$ cat src/rtl/arm_pkg.sv
// Shared types for the memory-stage SRAM controller: FSM state encoding and half-word select constants.
package arm_pkg;

  typedef enum logic [1:0] {
    IDLE = 2'd0,
    LOW  = 2'd1,
    HIGH = 2'd2,
    DONE = 2'd3
  } mem_state_t;

  localparam logic HALF_LO = 1'b0;
  localparam logic HALF_HI = 1'b1;

endpackage

$ cat src/rtl/mem_stage_sram_ctrl_phase_timer.sv
// Per-phase wait counter for the SRAM controller: counts 0..WAIT_CYCLES inside a half-word phase,
// flagging the last cycle (done) and the cycle before it (pre_done, used to lift the write strobe).
module sram_phase_timer #(
  parameter int WAIT_CYCLES = 1
) (
  input  logic clk,
  input  logic rst,
  input  logic clear,
  output logic done,
  output logic pre_done
);

  localparam logic [3:0] LAST = 4'(WAIT_CYCLES);

  logic [3:0] count_r;

  // Cycle index within the current phase; held at zero while clear is asserted.
  always_ff @(posedge clk or posedge rst) begin
    if (rst) begin
      count_r <= 4'd0;
    end else if (clear) begin
      count_r <= 4'd0;
    end else begin
      count_r <= count_r + 4'd1;
    end
  end

  assign done     = (count_r == LAST);
  assign pre_done = ((count_r + 4'd1) == LAST);

endmodule

$ cat src/rtl/mem_stage_sram_ctrl.sv
// Memory-stage data-memory controller: splits one 32-bit load/store into two 16-bit SRAM accesses.
// Optional address range checking (addr_err output) is enabled with the SRAM_ADDR_CHECK_EN macro.
module mem_stage_sram_ctrl
  import arm_pkg::*;
#(
  parameter logic [31:0] ADDR_BASE   = 32'd1024,
  parameter int          SRAM_ADDR_W = 18,
  parameter int          WAIT_CYCLES = 1
) (
  input  logic                   clk,
  input  logic                   rst,
  input  logic                   wr_en,
  input  logic                   rd_en,
  input  logic [31:0]            address,
  input  logic [31:0]            write_data,
  output logic [31:0]            read_data,
  output logic                   ready,
`ifdef SRAM_ADDR_CHECK_EN
  output logic                   addr_err,
`endif
  output logic [SRAM_ADDR_W-1:0] sram_addr,
  output logic [15:0]            sram_dq_out,
  output logic                   sram_dq_oe,
  input  logic [15:0]            sram_dq_in,
  output logic                   sram_we_n
);

  localparam int WI_W = SRAM_ADDR_W - 1;

  mem_state_t              state_r;
  logic                    op_wr_r;
  logic [WI_W-1:0]         word_r;
  logic [31:0]             wdata_r;
  logic [31:0]             read_data_r;
  logic [SRAM_ADDR_W-1:0]  sram_addr_r;
  logic [15:0]             dq_out_r;
  logic                    dq_oe_r;
  logic                    we_n_r;

  logic [31:0]             addr_off_s;
  logic [29:0]             word_full_s;
  logic [WI_W-1:0]         word_index_s;
  logic                    req_s;
  logic                    addr_bad_s;
  logic                    ready_s;
  logic                    timer_clear_s;
  logic                    phase_done_s;
  logic                    phase_pre_done_s;
  logic                    unused_bits_s;

  assign addr_off_s    = address - ADDR_BASE;
  assign word_full_s   = addr_off_s[31:2];
  assign word_index_s  = word_full_s[WI_W-1:0];
  assign req_s         = wr_en | rd_en;
  assign unused_bits_s = ^{addr_off_s[1:0], word_full_s[29:WI_W]};

`ifdef SRAM_ADDR_CHECK_EN
  logic addr_err_r;

  assign addr_bad_s = (address < ADDR_BASE) || ((word_full_s >> WI_W) != 30'd0);

  // Error flag is high only during the DONE cycle of a rejected request.
  always_ff @(posedge clk or posedge rst) begin
    if (rst) begin
      addr_err_r <= 1'b0;
    end else begin
      addr_err_r <= (state_r == IDLE) && req_s && addr_bad_s;
    end
  end

  assign addr_err = addr_err_r;
`else
  assign addr_bad_s = 1'b0;
`endif

  // Ready: combinational in IDLE so a new request freezes the pipeline immediately.
  always_comb begin
    ready_s = 1'b0;
    case (state_r)
      IDLE:    ready_s = ~req_s;
      DONE:    ready_s = 1'b1;
      default: ready_s = 1'b0;
    endcase
  end

  // The phase timer runs only inside LOW/HIGH and restarts at each phase boundary.
  always_comb begin
    timer_clear_s = 1'b1;
    case (state_r)
      LOW, HIGH: timer_clear_s = phase_done_s;
      default:   timer_clear_s = 1'b1;
    endcase
  end

  sram_phase_timer #(
    .WAIT_CYCLES(WAIT_CYCLES)
  ) u_phase_timer (
    .clk      (clk),
    .rst      (rst),
    .clear    (timer_clear_s),
    .done     (phase_done_s),
    .pre_done (phase_pre_done_s)
  );

  // Access sequencer: all SRAM-side outputs are registered so they change only at phase edges.
  always_ff @(posedge clk or posedge rst) begin
    if (rst) begin
      state_r     <= IDLE;
      op_wr_r     <= 1'b0;
      word_r      <= '0;
      wdata_r     <= 32'd0;
      read_data_r <= 32'd0;
      sram_addr_r <= '0;
      dq_out_r    <= 16'd0;
      dq_oe_r     <= 1'b0;
      we_n_r      <= 1'b1;
    end else begin
      case (state_r)
        IDLE: begin
          if (req_s) begin
            op_wr_r <= wr_en;
            word_r  <= word_index_s;
            wdata_r <= write_data;
            if (addr_bad_s) begin
              state_r <= DONE;
              if (!wr_en) begin
                read_data_r <= 32'd0;
              end
            end else begin
              state_r     <= LOW;
              sram_addr_r <= {word_index_s, HALF_LO};
              dq_out_r    <= wr_en ? write_data[15:0] : 16'd0;
              dq_oe_r     <= wr_en;
              we_n_r      <= ~wr_en;
            end
          end
        end
        LOW: begin
          if (phase_done_s) begin
            state_r     <= HIGH;
            sram_addr_r <= {word_r, HALF_HI};
            dq_out_r    <= op_wr_r ? wdata_r[31:16] : 16'd0;
            we_n_r      <= ~op_wr_r;
            if (!op_wr_r) begin
              read_data_r[15:0] <= sram_dq_in;
            end
          end else begin
            // Strobe rises one cycle before the phase ends to give data hold time.
            we_n_r <= ~op_wr_r | phase_pre_done_s;
          end
        end
        HIGH: begin
          if (phase_done_s) begin
            state_r <= DONE;
            we_n_r  <= 1'b1;
            dq_oe_r <= 1'b0;
            if (!op_wr_r) begin
              read_data_r[31:16] <= sram_dq_in;
            end
          end else begin
            we_n_r <= ~op_wr_r | phase_pre_done_s;
          end
        end
        DONE: begin
          state_r <= IDLE;
        end
        default: begin
          state_r <= IDLE;
        end
      endcase
    end
  end

  assign read_data   = read_data_r;
  assign ready       = ready_s;
  assign sram_addr   = sram_addr_r;
  assign sram_dq_out = dq_out_r;
  assign sram_dq_oe  = dq_oe_r;
  assign sram_we_n   = we_n_r;

endmodule

$ cat config.mk
export PLATFORM = sky130hd
export DESIGN_NAME = mem_stage_sram_ctrl
export DESIGN_NICKNAME = d
export VERILOG_FILES = /design/src/rtl/arm_pkg.sv /design/src/rtl/mem_stage_sram_ctrl_phase_timer.sv /design/src/rtl/mem_stage_sram_ctrl.sv
export SDC_FILE = /design/constraint.sdc
export NUM_CORES = 1
export LEC_CHECK = 0
export ABC_CLOCK_PERIOD_IN_PS = 3800
export CAP_MARGIN = 20
export CORE_MARGIN = 5
export CORE_UTILIZATION = 25
export CTS_CLUSTER_SIZE = 10
export DETAILED_ROUTE_END_ITERATION = 8
export PLACE_DENSITY_LB_ADDON = 0.12
export SETUP_SLACK_MARGIN = 0.5
export SLEW_MARGIN = 25
export SYNTH_ARGS = -nofsm -noshare
export SYNTH_HDL_FRONTEND = slang
export SYNTH_SLANG_ARGS = --single-unit
$ cat constraint.sdc
create_clock -name clk -period 3.8 [get_ports clk]
set_input_delay 0.57 -clock clk [delete_from_list [all_inputs] [get_ports clk]]
set_output_delay 0.57 -clock clk [all_outputs]
set_load 0.01 [all_outputs]
==> impl_metrics.csv <==
group,metric,value,unit
clock_network,cts_inserted_buffers,9,
die,dieWidth,148,µm
die,ios,153,
critical_path,end_kind,"output pin",
drt,ant_nets,0,
synth,syn-num-nets,482,
synth,syn_inst,388,
placed_design,hpwl,8300,µm
timing,max_freq,377,MHz
critical_path,path_delay_family,"buffers and inverters",
power,p_per_area,848,nW/µm²
drt,via_per_inst,4.46,
timing,slew_viol_final,0,
clock_network,cts-root-buf,"clkbuf_16",
timing,fin_worst_skew,0.00642,ns
drt,top_layer,"met4",
drt,drc,0,
critical_path,critPathBufInv,2,
power,p_leak,2.70,nW
drt,routedWlPerCell,15.7,µm
cells_and_area,nets,618,
critical_path,path_cells,"clkdlybuf4s50_1, nor2_1, a21oi_1, nor2_1, clkdlybuf4s50_1",
clock_network,cts_resized,0,
min_path,min-delay-start,"word_r[16]$_DFFE_PP0P_",
drt,wl_met2,5620,µm
power,ir_worst_vdd,290,µV
timing,setup_viol,0,
cells_and_area,antenna_cells,0,
cells_and_area,fillCellCount,1856,
critical_path,ff2ff_path_depth,6,
run,timing.max_cap.violations,0,
status,status,"completed",
drt,wl_met1,5310,µm
timing,finalCritPeriodShare,69.8,%
critical_path,slowest_delay,0.54,ns
power,power,5.65,mW
grt,grt_max_degree,48,
timing,worst_pin_slew,0.840,ns
grt,track_usage,11.2,%
synth,synthFlopType,"dfrtp_1",
min_path,min_path_type,"flip-flop to flip-flop",
cells_and_area,regArea,2700,µm²
drt,route.vias.total,3402,
clock_network,clock_path_buffers,2,
synth,yosys_warnings,0,
timing,rsz0062_at_grt,"no",
synth,syn-cell-area,4730,µm²
synth,synthTopCellsByArea,"dfrtp_1 (57%), mux2_2 (14%), a21oi_1 (3.4%), nor2_1 (2.9%), ha_1 (2.6%)",
critical_path,r2r_end,"read_data[1]$_DFFE_PP0P_",
clock_network,htree_levels,3,
grt,gr-total-overflow,0,
synth,synth_top_area_share,56.6,%
min_path,min_path_cells,2,
synth,yosys-top-cells-count,"dfrtp_1 (107), mux2_2 (59), nor2_1 (37)",
clock_network,cts_hold_buf,0,
critical_path,slowest_stage,"clkdlybuf4s50_1",
die,row_count,50,
placed_design,port_buffers,137,
drt,routed_wl,12000,µm
clock_network,clkTransAtPathRegs,0.08,ns
cells_and_area,multi_input_area,1850,µm²
synth,yosysTopAreaCell,"dfrtp_1",
grt,antenna_found_initial,0,
critical_path,path_class,"input pin to output pin",
clock_network,clock_sinks,108,
grt,grt_pass1_wl,19500,µm
critical_path,cp.required,3.23,ns
min_path,whs_endpoint,"word_r[16]$_DFFE_PP0P_",
critical_path,cp-start-kind,"input pin",
die,initial_core_util,25.4,%
critical_path,cp_max_fo,4,
clock_network,clock_latency,0.35,ns
die,die_h,148,µm
synth,synth.avg_cell_area,12.2,µm²
cells_and_area,area_growth,40.9,%
timing,setup_tns,0,ns
clock_network,cts_setup_buffers,0,
cells_and_area,final_layout_size_suffix_gt1_share,17.6,%
timing,relSlewSlack,44.0,%
die,dieArea,21800,µm²
drt,route.met3.wl,913,µm
critical_path,worstReg2RegStart,"u_phase_timer.count_r[1]$_DFF_PP0_",
synth,synth_cell_type_count,43,
die,core_area,18600,µm²
placed_design,gp_congestion,0.720,
synth,ys_ff_latch,108,
synth,synth-edff-count,0,
drt,drt_pass1_iterations,4,
synth,ys_seq_area_share,57.1,%
drt,initialDrtViolationCount,204,
critical_path,regToRegSetupSlack,1.22,ns
critical_path,worstPathArrival,2.08,ns
cells_and_area,finalNonFillerCells,763,
clock_network,cts_tree,"done",
placed_design,dp.cells,747,
timing,fin_crit,2.65,ns
grt,grt_pass1_vias,3628,
synth,yosysMostFrequentCell,"dfrtp_1",
timing,hold_viol,0,
synth,synthArstFlopShare,100,%
-- cells in the final DEF, fill, tap and decap left out, types with 2 or more instances in the layout --
master,Yosys,layout
nand2b_1,5,5
and3_1,2,2
ha_1,10,10
nor3_1,2,2
dfrtp_1,107,107
buf_4,5,8
a21oi_1,32,32
and2_1,4,4
o21ai_0,18,17
xnor2_1,8,8
nand2_1,19,19
clkdlybuf4s50_1,0,137
nand3_1,4,4
clkinv_4,0,3
o211ai_1,3,3
clkinvlp_4,0,2
inv_1,9,8
buf_12,1,2
o2111ai_1,2,2
clkbuf_16,0,9
or4_1,2,2
mux2i_1,9,9
mux2_2,59,59
a22oi_1,16,16
nor2_1,37,37
-- flip-flops by register name, indices dropped and copies added (netlist names) --
name and count:
op_wr_r 1, read_data 32, sram_addr 18, sram_dq_oe 1, sram_dq_out 16, sram_we_n 1
state_r 2, u_phase_timer.count_r 4, wdata_r 16, word_r 17
-- report_power, final --
group / internal, mW / switching (mW) / leakage [nW]
sequential: 1.74 / 0.305 / 1.28
clock: 0.522 / 0.461 / 0.148
combinational: 1.41 / 1.20 / 1.28
total: 3.68 / 1.97 / 2.70
-- metrics by stage --
| step | area, µm² | hold WS, ns | util, % | worst slack [ns] |
|---|---|---|---|---|
| global route | 6670 | 0.496 | 35.8 | 1.02 |
| finish | 6670 | 0.476 | 35.8 | 1.15 |
| global placement | 6340 | 0.455 | 34.0 | 1.10 |
| detailed placement | 6360 | 0.463 | 34.1 | 1.13 |
| floorplan | 4740 | 0.442 | - | 1.79 |
| CTS | 6670 | 0.481 | 35.8 | 1.11 |
-- worst max-delay path by stage --
stage	startpoint	end	slack, ns	cells after the start
after global routing	wr_en	ready	1.02	5
after CTS	wr_en	ready	1.11	5
after global placement	wr_en	ready	1.10	5
after floorplan	u_phase_timer.count_r[1]$_DFF_PP0_	read_data[0]$_DFFE_PP0P_	1.79	9
final	wr_en	ready	1.15	5
after detailed placement	wr_en	ready	1.13	5
-- metal layers --
metal	GRT usage, %	vias up
met5	0	-
met4	3.22	0
met3	4.51	10
met2	18.1	100
met1	13.9	1660
li1	-	1632
-- worst min-delay path, cell delays in order, from the launching register on --
cell     delay, ns
dfrtp_1       0.34
nand2_1       0.04
o21ai_0       0.06
-- logic make-up (layout without fill, tap and decap cells) --
family | count (synthesis) | after routing | share of synthesized area [%]
multiplexers | 69 | 69 | 16.2
XOR/XNOR | 9 | 9 | 1.67
adder cells (fa/ha/maj) | 10 | 10 | 2.64
flip-flops | 108 | 108 | 57.1
AO/OA/AOI/OAI | 78 | 78 | 10.2
AND/OR/NAND/NOR | 83 | 83 | 8.17
buffers and inverters | 31 | 172 | 3.99
-- area by class of cell --
cell class / count / share of cell area [%]
Clock buffer: 9 / 3.38
Timing Repair Buffer: 147 / 22.1
Sequential cell: 108 / 40.6
Multi-Input combinational cell: 249 / 27.8
Clock inverter: 7 / 1.26
Tap cell: 234 / 4.39
Inverter: 9 / 0.563
(Power assumes the default switching activity.)
